`config.mk`:
```
export PLATFORM = sky130hd
export DESIGN_NAME = seq_gen
export DESIGN_NICKNAME = d
export VERILOG_FILES = /design/src/rtl/seq_gen.sv
export SDC_FILE = /design/constraint.sdc
export NUM_CORES = 1
export LEC_CHECK = 0
export BUFFER_PORTS_ARGS = -buffer_cell sky130_fd_sc_hd__buf_4
export CORE_UTILIZATION = 24
export DETAILED_ROUTE_END_ITERATION = 8
export HOLD_SLACK_MARGIN = 0.12
export SYNTH_ARGS = -nofsm -noshare
export SYNTH_HDL_FRONTEND = slang
export SYNTH_SLANG_ARGS = --single-unit
```
`constraint.sdc`:
```
create_clock -name clock -period 5.6 [get_ports clock]
set_clock_uncertainty 0.05 [all_clocks]
set_input_delay 0 -clock clock [delete_from_list [all_inputs] [get_ports clock]]
set_output_delay 0 -clock clock [all_outputs]
set_load 0.05 [all_outputs]
```
`src/rtl/seq_gen.sv`:
```
// -----------------------------------------------------------------------------
// seq_gen - pattern generator for the Genius game datapath.
//
// A free-running 16-bit Galois LFSR supplies the entropy. The game FSM asks for
// a new sequence with new_seq. The block then fills DEPTH = 2^ADDR_W memory
// words, one per cycle, with one-hot colours. The LED and button comparators
// read the sequence back through a registered, addressed port.
//
// Parameters
//   N_COLORS  : number of colours and one-hot width (power of two, 2..8)
//   ADDR_W    : address width, sequence depth is 2^ADDR_W
//   SEED      : LFSR value loaded by reset (must be non-zero)
//   NO_REPEAT : 1 = no element equals its predecessor
//
// Ports
//   clock   in   single clock, rising edge
//   reset   in   synchronous active-high reset
//   new_seq in   request a new sequence (pulse or level)
//   address in   read index
//   saida   out  registered one-hot colour at address (0 while masked)
//   busy    out  fill in progress
//   done    out  one-cycle pulse when the fill completes
//   valid   out  memory holds a complete sequence
// -----------------------------------------------------------------------------
module seq_gen #(
  parameter int          N_COLORS  = 4,
  parameter int          ADDR_W    = 4,
  parameter logic [15:0] SEED      = 16'hACE1,
  parameter bit          NO_REPEAT = 1'b1
) (
  input  logic                clock,
  input  logic                reset,
  input  logic                new_seq,
  input  logic [ADDR_W-1:0]   address,
  output logic [N_COLORS-1:0] saida,
  output logic                busy,
  output logic                done,
  output logic                valid
);

  localparam int          DEPTH    = 1 << ADDR_W;
  localparam int          CIDX_W   = $clog2(N_COLORS);
  localparam logic [15:0] TAP_MASK = 16'hB400;

  typedef enum logic {
    S_IDLE = 1'b0,
    S_FILL = 1'b1
  } state_t;

  state_t state_q, state_d;

  logic [15:0]         lfsr_q, lfsr_d;
  logic [ADDR_W-1:0]   idx_q, idx_d;
  logic [CIDX_W-1:0]   prev_c_q, prev_c_d;
  logic                busy_q, busy_d;
  logic                done_q, done_d;
  logic                valid_q, valid_d;
  logic [N_COLORS-1:0] saida_q, saida_d;

  // Sequence storage, one one-hot word per element.
  logic [N_COLORS-1:0] mem [DEPTH];

  logic                wr_en;
  logic                last_elem;
  logic [CIDX_W-1:0]   raw_c;
  logic [CIDX_W-1:0]   wr_c;
  logic [N_COLORS-1:0] wr_onehot;

  // ---------------------------------------------------------------------------
  // LFSR. It shifts every non-reset cycle, whatever the state, so the moment
  // the player starts a game decides which part of the stream is used.
  // ---------------------------------------------------------------------------
  always_comb begin
    lfsr_d = {1'b0, lfsr_q[15:1]} ^ (lfsr_q[0] ? TAP_MASK : 16'h0000);
  end

  // ---------------------------------------------------------------------------
  // Colour selection. The element index comes from the LFSR value held during
  // the write cycle. With NO_REPEAT, a repeat of the previous colour is bumped
  // to the next colour. N_COLORS is a power of two, so CIDX_W-bit wraparound
  // gives the modulo for free. Element 0 has no predecessor and is never bumped.
  // ---------------------------------------------------------------------------
  assign raw_c     = lfsr_q[CIDX_W-1:0];
  assign last_elem = (idx_q == ADDR_W'(DEPTH - 1));

  always_comb begin
    wr_c = raw_c;
    if (NO_REPEAT && (idx_q != '0) && (raw_c == prev_c_q)) begin
      wr_c = raw_c + CIDX_W'(1);
    end
  end

  // Index to one-hot decoder.
  generate
    for (genvar gi = 0; gi < N_COLORS; gi++) begin : g_onehot
      assign wr_onehot[gi] = (wr_c == CIDX_W'(gi));
    end
  endgenerate

  // ---------------------------------------------------------------------------
  // FSM: state register
  // All registered outputs share this block so that reset clears them together.
  // ---------------------------------------------------------------------------
  always_ff @(posedge clock) begin
    if (reset) begin
      state_q  <= S_IDLE;
      lfsr_q   <= SEED;
      idx_q    <= '0;
      prev_c_q <= '0;
      busy_q   <= 1'b0;
      done_q   <= 1'b0;
      valid_q  <= 1'b0;
      saida_q  <= '0;
    end else begin
      state_q  <= state_d;
      lfsr_q   <= lfsr_d;
      idx_q    <= idx_d;
      prev_c_q <= prev_c_d;
      busy_q   <= busy_d;
      done_q   <= done_d;
      valid_q  <= valid_d;
      saida_q  <= saida_d;
    end
  end

  // ---------------------------------------------------------------------------
  // FSM: next-state logic. While in FILL, new_seq is ignored. A held new_seq
  // is seen again on the first IDLE cycle, which gives busy a one-cycle gap.
  // ---------------------------------------------------------------------------
  always_comb begin
    state_d = state_q;
    case (state_q)
      S_IDLE: if (new_seq)   state_d = S_FILL;
      S_FILL: if (last_elem) state_d = S_IDLE;
      default:               state_d = S_IDLE;
    endcase
  end

  // ---------------------------------------------------------------------------
  // FSM: outputs and datapath controls (next values of the output registers)
  // ---------------------------------------------------------------------------
  always_comb begin
    idx_d    = idx_q;
    prev_c_d = prev_c_q;
    busy_d   = busy_q;
    done_d   = 1'b0;
    valid_d  = valid_q;
    wr_en    = 1'b0;
    case (state_q)
      S_IDLE: begin
        if (new_seq) begin
          idx_d   = '0;
          busy_d  = 1'b1;
          valid_d = 1'b0;
        end
      end
      S_FILL: begin
        wr_en    = 1'b1;
        prev_c_d = wr_c;
        idx_d    = idx_q + ADDR_W'(1);
        if (last_elem) begin
          busy_d  = 1'b0;
          done_d  = 1'b1;
          valid_d = 1'b1;
        end
      end
      default: ;
    endcase
  end

  // The read is masked while a fill runs or before any fill has completed, so
  // stale or uninitialised words never reach the comparators.
  always_comb begin
    saida_d = (busy_q || !valid_q) ? '0 : mem[address];
  end

  // Memory write port. The memory has no reset because valid masks it.
  always_ff @(posedge clock) begin
    if (wr_en && !reset) begin
      mem[idx_q] <= wr_onehot;
    end
  end

  assign saida = saida_q;
  assign busy  = busy_q;
  assign done  = done_q;
  assign valid = valid_q;

endmodule

```
# Word-level counts from Yosys, hierarchy flattened
# Memory sizes are Yosys's and may differ from the RTL's. A register that Yosys moved wholly into a read port is not among the register bits.
# Index checks and enable logic that the tools add are counted.
# word_totals
register_bits	26
ram_bits	64
input_bits	7
wordCells	46
n_memories	1
# memory_table
name	depth	word_bits	rd	rd_ports_with_merged_regs	wr	line_no	source
mem	16	4	1	1	1	61	logic [N_COLORS-1:0] mem [DEPTH];
# classes
n_addsub	2
eq_ne	7
muxes	17
n_bitwise	2
reduce_logical	10
# op_table
operator	n
$mux W16	1
$xor A15 B16 Y16	1
$mux W1	10
$pmux W4 S2	1
$pmux W1 S2	3
$add A4 B1 Y4 const B	1
$eq A2 B2 Y1 const B	2
$eq A4 B4 Y1 const B	1
$mux W4	1
$reduce_bool A4 Y1	1
$reduce_or A2 Y1	2
$add A2 B1 Y2 const B	1
$eq A2 B1 Y1 const B	1
$eq A2 B2 Y1	1
$logic_and A1 B1 Y1	2
$logic_not A1 Y1	2
$logic_not A2 Y1	1
$mux W2	1
$ne A2 B1 Y1 const B	1
$ne A2 B2 Y1 const B	1
$reduce_and A2 Y1	1
$logic_or A1 B1 Y1	1
$not A1 Y1	1

# Logic depth before layout (Yosys ltp)
# Gate-level depths: netlist (run 1).
# logic_depth
ltp_word	4
mapped_depth	6

# Least setup slack after synthesis (run 1)
# OpenSTA, ideal clock, no wires.
# synth_timing
path_kind	register to register
start	register idx_q[0]
end	memory mem[0][0] (data pin)
setup_time_ps	346
arrival_ps	1801
required_ps	5204
setup_slack_ps	3403
path_stages_with_launch	6
synth_period_minus_slack_ps	2197
cell_sequence	dfxtp_1 -> inv_1 -> ha_1 -> nor3b_1 -> nor2_1 -> o32ai_1
# synth_via
elab_chain_cells	4
# synth_lines
item	line_no	source
start: declaration	53	logic [ADDR_W-1:0] idx_q, idx_d;
start signal: assignment	117	idx_q <= idx_d;
$reduce_bool A4 Y1	88	if (NO_REPEAT && (idx_q != '0) && (raw_c == prev_c_q)) begin
$logic_and A1 B1 Y1	88	
$mux W2	88	
$logic_not A2 Y1	96	assign wr_onehot[gi] = (wr_c == CIDX_W'(gi));
via wr_onehot[0]	67	logic [N_COLORS-1:0] wr_onehot;
end: declaration	61	
# The timed path passes the listed nets, and every way through them passes these cells.

# Worst setup path after layout (run 1)
# layout_timing
start	register idx_q[0]
end	memory mem[7][1] (data pin)
# layout_via
elab_chain_cells	4
# layout_lines
item	line_no
$reduce_bool A4 Y1	88
$logic_and A1 B1 Y1	88
$mux W2	88
$eq A2 B1 Y1	96
via wr_onehot[1]	67
# The timed path passes the listed nets, and every way through them passes these cells.

==> run_results.csv, run 1 <==
group,metric,value,unit
floorplan,initial_core_util,24.49,%
critical_path,crit_arrival,2.35,ns
global_routing,grt_pass1_vias,1921,
global_routing,grt_busiest_layer,"met2",
critical_path,max_stage_delay,0.82,ns
synthesis,synth_top_family_by_area,"multiplexers",
cts,cts_htree_levels,3,
job,drv_cap,0,
critical_path,worstPathRequired,5.55,ns
cts,clk_latency,0.34,ns
floorplan,ios,14,
cts,cts_setup_buffers,0,
synthesis,synthSimpleGateAreaFrac,10.39,%
floorplan,rows,45,
sta,slew_headroom,28.61,%
sta,setup_viol,0,
critical_path,path_cells,"inv_1, ha_1, nor3b_1, o21ai_0, a21oi_1",
sta,fin_tns_setup,0,ns
global_routing,grt_use_total,8.692,%
place,place_congestion,0.7398,
synthesis,synth.area.top_cells,"edfxtp_1 52%, dfxtp_1 16%, mux4_2 9.7%, and2_1 3.0%, mux2i_1 2.4%",
sta,hold_viol,0,
final_layout,num_antenna_cells,0,
synthesis,synth.area.mux_share,12.15,%
global_routing,grt_pass1_wl,10210,um
cts,clk_path_buf_depth,2,
detailed_routing,wl_per_cell,14.19,um
floorplan,core_region_area,15150,um^2
sta,report.final.slew_viol_count,0,
place,placed_cells,427,
global_routing,use_met3,3.754,%
run_status,outcome,"finished, final reports clean",
global_routing,antenna_found_initial,0,
detailed_routing,wl,6356,um
final_layout,final_cell_mix,"64 x edfxtp_1, 30 x dfxtp_1, 18 x and2_1, 16 x mux4_2",
synthesis,syn_nets,249,
synthesis,synth_compound_area_share,4.217,%
synthesis,ys_warn_count,0,
power_and_ir_drop,p_sw,299.4,uW
power_and_ir_drop,ir_drop,0.1459,mV
critical_path,reg2reg_depth,5,
critical_path,end_kind,"register",
critical_path,worst-path-max-fanout,16,
detailed_routing,dr.pass1.iters,4,
final_layout,drive_gt1_share,20.38,%
global_routing,grt_use_met1,11.23,%
floorplan,die_area,15950,um^2
global_routing,grt_max_degree,27,
synthesis,dominantRegCellSynth,"edfxtp_1",
cts,cts_root_buffer,"clkbuf_16",
power_and_ir_drop,p_int,1.105,mW
cts,clkTransAtPathRegs,0.06,ns
detailed_routing,via_per_inst,4.239,
power_and_ir_drop,p_sw_share,21.32,%
detailed_routing,drc_errors,0,
floorplan,die_w,126.3,um
sta,period_share,42.97,%
power_and_ir_drop,power_density,326.6,nW/um^2
final_layout,finalNonFillerCells,448,
sta,rsz0062_at_grt,"no",
cts,cts_tree,"done",
detailed_routing,ant_nets,0,
global_routing,grt_remaining_overflow,0,
synthesis,syn-instance-count,238,
detailed_routing,via_count,1899,
synthesis,synthArstFlopShare,0,%
sta,fmax,0.4156,GHz
synthesis,synth_cell_types,35,
power_and_ir_drop,p_clk_share,39.9,%
critical_path,crit_type,"reg2reg",
synthesis,synth_xor_area_share,1.417,%
critical_path,critPathLaunchType,"register",
synthesis,synth_seq_cells,94,
power_and_ir_drop,p_seq_share,54.8,%
power_and_ir_drop,combPwrFrac,5.3,%
critical_path,cp_slowest_cell,"a21oi_1",
synthesis,avgSynthCellArea,15.58,um^2
final_layout,nNetsFinal,266,
sta,tightest_slew,1.071,ns
synthesis,synth.largest_area_cell,"edfxtp_1",
synthesis,yosysSeqAreaShare,68.02,%
cts,cts_buffers,9,
power_and_ir_drop,leakage,1.458,nW
synthesis,synth_fa_ha_area_share,1.350,%
sta,fin_crit,2.406,ns
final_layout,final_common_cell,"edfxtp_1",
synthesis,synth_edf_count,64,
global_routing,grt.met2_usage,13.19,%
worst_hold_path,holdCritPathClass,"in2reg",
detailed_routing,drtIter0Drc,148,
synthesis,synth_top_cell_area_share,51.82,%
final_layout,area_delta_synth_final,15.96,%
final_layout,fillCellCount,1523,
place,dp_hpwl,4184,um
floorplan,die_y,126.3,um
cts,cts_sinks,94,
synthesis,synth_area,3709,um^2
worst_hold_path,hold_depth,3,
place,port_buffers,13,
worst paths after layout:
check,start,end,slack (ns)
worst max-delay path,idx_q[0],mem[7][1],3.19
worst min-delay path,address[0],saida[3],0.13
worst max register to register,idx_q[0],mem[7][1],3.19
worst min register to register,lfsr_q[6],lfsr_q[5],0.37
cells in the mapped netlist, types with 2 or more instances:
cell	n
a31oi_1	2
buf_1	2
o21ai_0	3
dfxtp_1	30
o22ai_1	4
buf_2	4
clkbuf_1	4
a21oi_1	8
nor2_1	14
nor3_1	3
nand2b_1	4
inv_1	4
or2_2	6
nor3b_1	5
buf_6	3
edfxtp_1	64
ha_1	4
nand3_1	2
mux4_2	16
xor2_1	2
and2_1	18
mux2i_1	9
nand2_1	4
xnor2_1	4
nor2b_1	9
critical path, delay by kind of cell (launching register included):
kind            cells  cell delay, ns
buf+inv             1            0.12
simple gates        1            0.37
flops               1            0.34
fa+ha+maj           1            0.24
compound gates      2            0.95
power groups by stage:
stage	combinational, mW	sequential, mW	clock [mW]
final	0.0751	0.769	0.560
after global routing	0.0848	0.771	0.606
after CTS	0.0767	0.769	0.570
after detailed placement	0.0738	0.784	0
after global placement	0.0723	0.783	0
after floorplan	0.0577	0.780	0
per-layer routing:
| metal | vias up | wire (um) |
|---|---|---|
| met1 | 941 | 2935 |
| met5 | - | 0 |
| met3 | 7 | 414 |
| met2 | 39 | 2935 |
| met4 | 0 | 71 |
| li1 | 912 | - |
flip-flops by register name, indices dropped and copies added (netlist names):
register	cells
prev_c_q	2
mem	64
saida	4
idx_q	4
busy	1
done	1
state_q	1
valid	1
lfsr_q	16
through the flow:
step                      total power, mW  hold slack [ns]  utilization (%)  cell area, um^2  setup WS (ns)
after floorplan                    0.8380          0.02161                -             3709          3.403
after global placement             0.8558           0.2921            26.23             3973          3.270
after detailed placement           0.8578           0.2980            26.23             3973          3.189
after CTS                           1.416           0.1356            28.39             4300          3.158
after global routing                1.461           0.1690            28.39             4300          2.903
final                               1.404           0.1341            28.39             4300          3.194
final cells by class:
| class | instances | area (um^2) | share of cell area [%] |
|---|---|---|---|
| Clock buffer | 11 | 242.7 | 5.644 |
| Multi-Input combinational cell | 127 | 1095 | 25.46 |
| Inverter | 4 | 15.01 | 0.3491 |
| Tap cell | 188 | 235.2 | 5.470 |
| Sequential cell | 94 | 2522 | 58.66 |
| Clock inverter | 5 | 35.03 | 0.8147 |
| Timing Repair Buffer | 19 | 155.1 | 3.608 |
cell families (layout without fill, tap and decap cells):
logic type,Yosys count,in the layout
multiplexers,25,25
flip-flops,94,94
buffers and inverters,17,39
XOR/XNOR,6,6
AO/OA/AOI/OAI,24,24
adder cells (fa/ha/maj),4,4
AND/OR/NAND/NOR,68,68
repair_timing:
item | 4_1_cts | 5_1_grt
resized for setup | 0 | 0
hold endpoints to repair | 29 | 0
hold buffers | 5 | 0
Power figures use the tool's default switching activity.
==> run 2, diff against run 1 <==
Settings changed: ABC_AREA set to 1.
Clock period 5.6 ns to 1.95 ns, I/O delays scaled along.
==> run 2 against run 1 <==
Compared with the run above:
- global-route usage grew 1.7 points
- die area increased by 4.2%
- combinational power grew to 4.0 times the previous value
- worst hold slack better by 0.17 ns
- synthesized area rose by 4.2%
- register-to-register slack worse by 3.1 ns
- critical endpoint is now mem[10][1]
- highest routed layer unchanged
==> run_results.csv, run 2 <==
group,metric,value,unit
detailed_routing,ant_nets,0,
sta,setup_viol,0,
critical_path,worstPathRequired,1.95,ns
synthesis,synthArstFlopShare,0,%
global_routing,antenna_found_initial,0,
critical_path,worstSetupStartpoint,"idx_q[0]",
sta,fmax,0.5353,GHz
floorplan,die_area,16620,um^2
synthesis,synth.area.top_cells,"edfxtp_1 50%, dfxtp_1 16%, nand2_1 11%, nand3_1 5.7%, inv_1 5.1%",
final_layout,nNetsFinal,433,
floorplan,die_y,128.9,um
global_routing,grt_use_total,10.35,%
floorplan,initial_core_util,24.42,%
critical_path,end_kind,"register",
worst_hold_path,hp-start,"address[0]",
detailed_routing,via_count,2608,
power_and_ir_drop,p_clk_share,41.6,%
power_and_ir_drop,leakage,1.933,nW
power_and_ir_drop,p_sw_share,21.84,%
synthesis,synth_fa_ha_area_share,1.295,%
synthesis,synth_edf_count,64,
worst_hold_path,holdCritPathClass,"in2reg",
power_and_ir_drop,p_sw,932.7,uW
global_routing,grt_pass1_vias,2591,
synthesis,avgSynthCellArea,9.910,um^2
place,port_buffers,13,
cts,cts_buffers,9,
detailed_routing,wl_per_cell,12.11,um
synthesis,synth_compound_area_share,2.946,%
critical_path,critPathBufInv,2,
final_layout,regMostFlops,"mem",
critical_path,crit_arrival,1.87,ns
synthesis,synth_xor_area_share,0.9064,%
cts,clk_latency,0.34,ns
final_layout,num_antenna_cells,0,
synthesis,synth_cell_types,24,
critical_path,cp_slowest_cell,"nor2_2",
sta,fin_crit,1.868,ns
sta,period_share,95.81,%
place,dp_hpwl,5256,um
cts,cts_sinks,94,
detailed_routing,drc_errors,0,
critical_path,crit_type,"reg2reg",
synthesis,synth_top_cell_area_share,49.72,%
detailed_routing,via_per_inst,4.056,
critical_path,worst-path-max-fanout,16,
place,place_congestion,0.8533,
power_and_ir_drop,p_seq_share,51.5,%
global_routing,grt_pass1_wl,12970,um
cts,clk_path_buf_depth,2,
sta,rsz0062_at_grt,"yes",
floorplan,die_w,128.9,um
sta,report.final.slew_viol_count,0,
cts,cts_tree,"done",
cts,clkTransAtPathRegs,0.06,ns
cts,cts_setup_buffers,0,
synthesis,ys_warn_count,0,
floorplan,ios,14,
critical_path,critPathLaunchType,"register",
power_and_ir_drop,p_int,3.338,mW
sta,slew_headroom,57.26,%
detailed_routing,wl,7787,um
global_routing,grt_max_degree,34,
power_and_ir_drop,combPwrFrac,7.0,%
floorplan,rows,46,
power_and_ir_drop,power_density,921.3,nW/um^2
synthesis,synth_area,3865,um^2
final_layout,final_common_cell,"nand2_1",
sta,tightest_slew,0.6405,ns
final_layout,largest_reg_flops,64,
job,drv_cap,0,
final_layout,top_regs,"mem x64, lfsr_q x16",
critical_path,timing.rr.start,"idx_q[0]",
synthesis,syn-instance-count,390,
detailed_routing,drtIter0Drc,174,
synthesis,yosysMostFrequentCell,"nand2_1",
critical_path,max_stage_delay,0.50,ns
synthesis,dominantRegCellSynth,"edfxtp_1",
critical_path,path_cells,"inv_1, ha_1, nand2_1, nand4_1, nand2_1, inv_1, nor2_2",
synthesis,synth.area.mux_share,0,%
power_and_ir_drop,p_total,4.271,mW
global_routing,grt_remaining_overflow,0,
synthesis,yosysSeqAreaShare,65.26,%
synthesis,syn_nets,401,
cts,cts_htree_levels,3,
run_status,outcome,"finished, final reports clean",
synthesis,synth_top_family_by_area,"simple AND/OR/NAND/NOR gates",
final_layout,final_cell_mix,"113 x nand2_1, 64 x edfxtp_1, 53 x inv_1, 44 x nand3_1, 30 x dfxtp_1",
floorplan,core_region_area,15830,um^2
critical_path,cpLargestDelayFamily,"simple AND/OR/NAND/NOR gates",
synthesis,synthTopCellsByCount,"113 x nand2_1, 64 x edfxtp_1, 52 x inv_1",
synthesis,synth_seq_cells,94,
sta,hold_ws,0.3019,ns
detailed_routing,dr.pass1.iters,4,
final_layout,drive_gt1_share,14.05,%
sta,hold_viol,0,
final_layout,area_delta_synth_final,19.94,%
synthesis,synth.largest_area_cell,"edfxtp_1",
cts,cts_root_buffer,"clkbuf_16",
synthesis,synthSimpleGateAreaFrac,21.43,%
power_and_ir_drop,ir_drop,0.4842,mV
## run 2: changes by cell type in the layout (fill, tap and decap cells not counted), sizes merged, moves of 5 or more
cell / before / now
mux4: 16 / 0
and2: 18 / 0
inv: 4 / 59
nor3b: 5 / 0
buf: 14 / 29
mux2i: 9 / 0
nand3: 2 / 44
nor2b: 9 / 0
nand2: 4 / 113
nor2: 14 / 34
## run 2: per-layer routing
layer  wire length (um)  global-route usage, %  vias up
met5                  0                      0        -
met4                 55                  3.529        0
met3                373                  2.869        5
met2               3702                  16.88       56
met1               3657                  13.18     1226
li1                   -                      -     1321
## run 2: repair_timing
item                                    4_1_cts  5_1_grt
hold buffers                                  6        0
pin swaps                                     0        0
endpoints found under the setup margin       32       41
resized for setup                             2        4
endpoints found under the hold margin        29        0
## run 2: through the flow
step                      utilization [%]  setup TNS (ns)  cell area (um^2)  setup slack [ns]  std cells
after floorplan                         -               0              3865            0.1386        390
after global placement              26.85          -4.577              4249           -0.1559        621
after detailed placement            26.85          -7.172              4249           -0.2477        621
after CTS                           29.23               0              4626           0.06594        643
after global routing                29.29          -1.720              4636          -0.06872        643
final                               29.29               0              4636           0.08175        643
## run 2: path summary, 6_finish.rpt
kind / end / slack (ns) / cells past startpoint
setup / recovery: mem[10][1] / 0.08 / 7
setup reg to reg: mem[10][1] / 0.08 / 7
hold / removal: saida[2] / 0.30 / 7
hold reg to reg: lfsr_q[1] / 0.35 / 2
## run 2: tightest hold or removal path, delay by kind of cell
family                 cells  cell delay, ns
buffers and inverters      1            0.23
AO/OA/AOI/OAI              1            0.06
AND/OR/NAND/NOR            5            0.34
## run 2: logic make-up after synthesis
| family | after synthesis |
|---|---|
| AO/OA/AOI/OAI | 20 |
| XOR/XNOR | 4 |
| adder cells (fa/ha/maj) | 4 |
| buffers and inverters | 69 |
| flip-flops | 94 |
| AND/OR/NAND/NOR | 199 |
## run 2: final cells by class
type | count | area, um^2
Sequential cell | 94 | 2522
Inverter | 55 | 211.5
Tap cell | 216 | 270.3
Multi-Input combinational cell | 227 | 1042
Clock buffer | 12 | 289.0
Timing Repair Buffer | 35 | 277.8
Clock inverter | 4 | 22.52
Fill cell | 1629 | 11190
## run 2: power by group through the flow
stage / Sequential, mW / Clock (mW) / Combinational, mW
2_1_floorplan: 2.24 / 0 / 0.188
3_3_place_gp: 2.24 / 0 / 0.278
3_5_place_dp: 2.24 / 0 / 0.287
4_1_cts: 2.20 / 1.82 / 0.301
5_1_grt: 2.20 / 1.89 / 0.335
6_report: 2.20 / 1.78 / 0.297
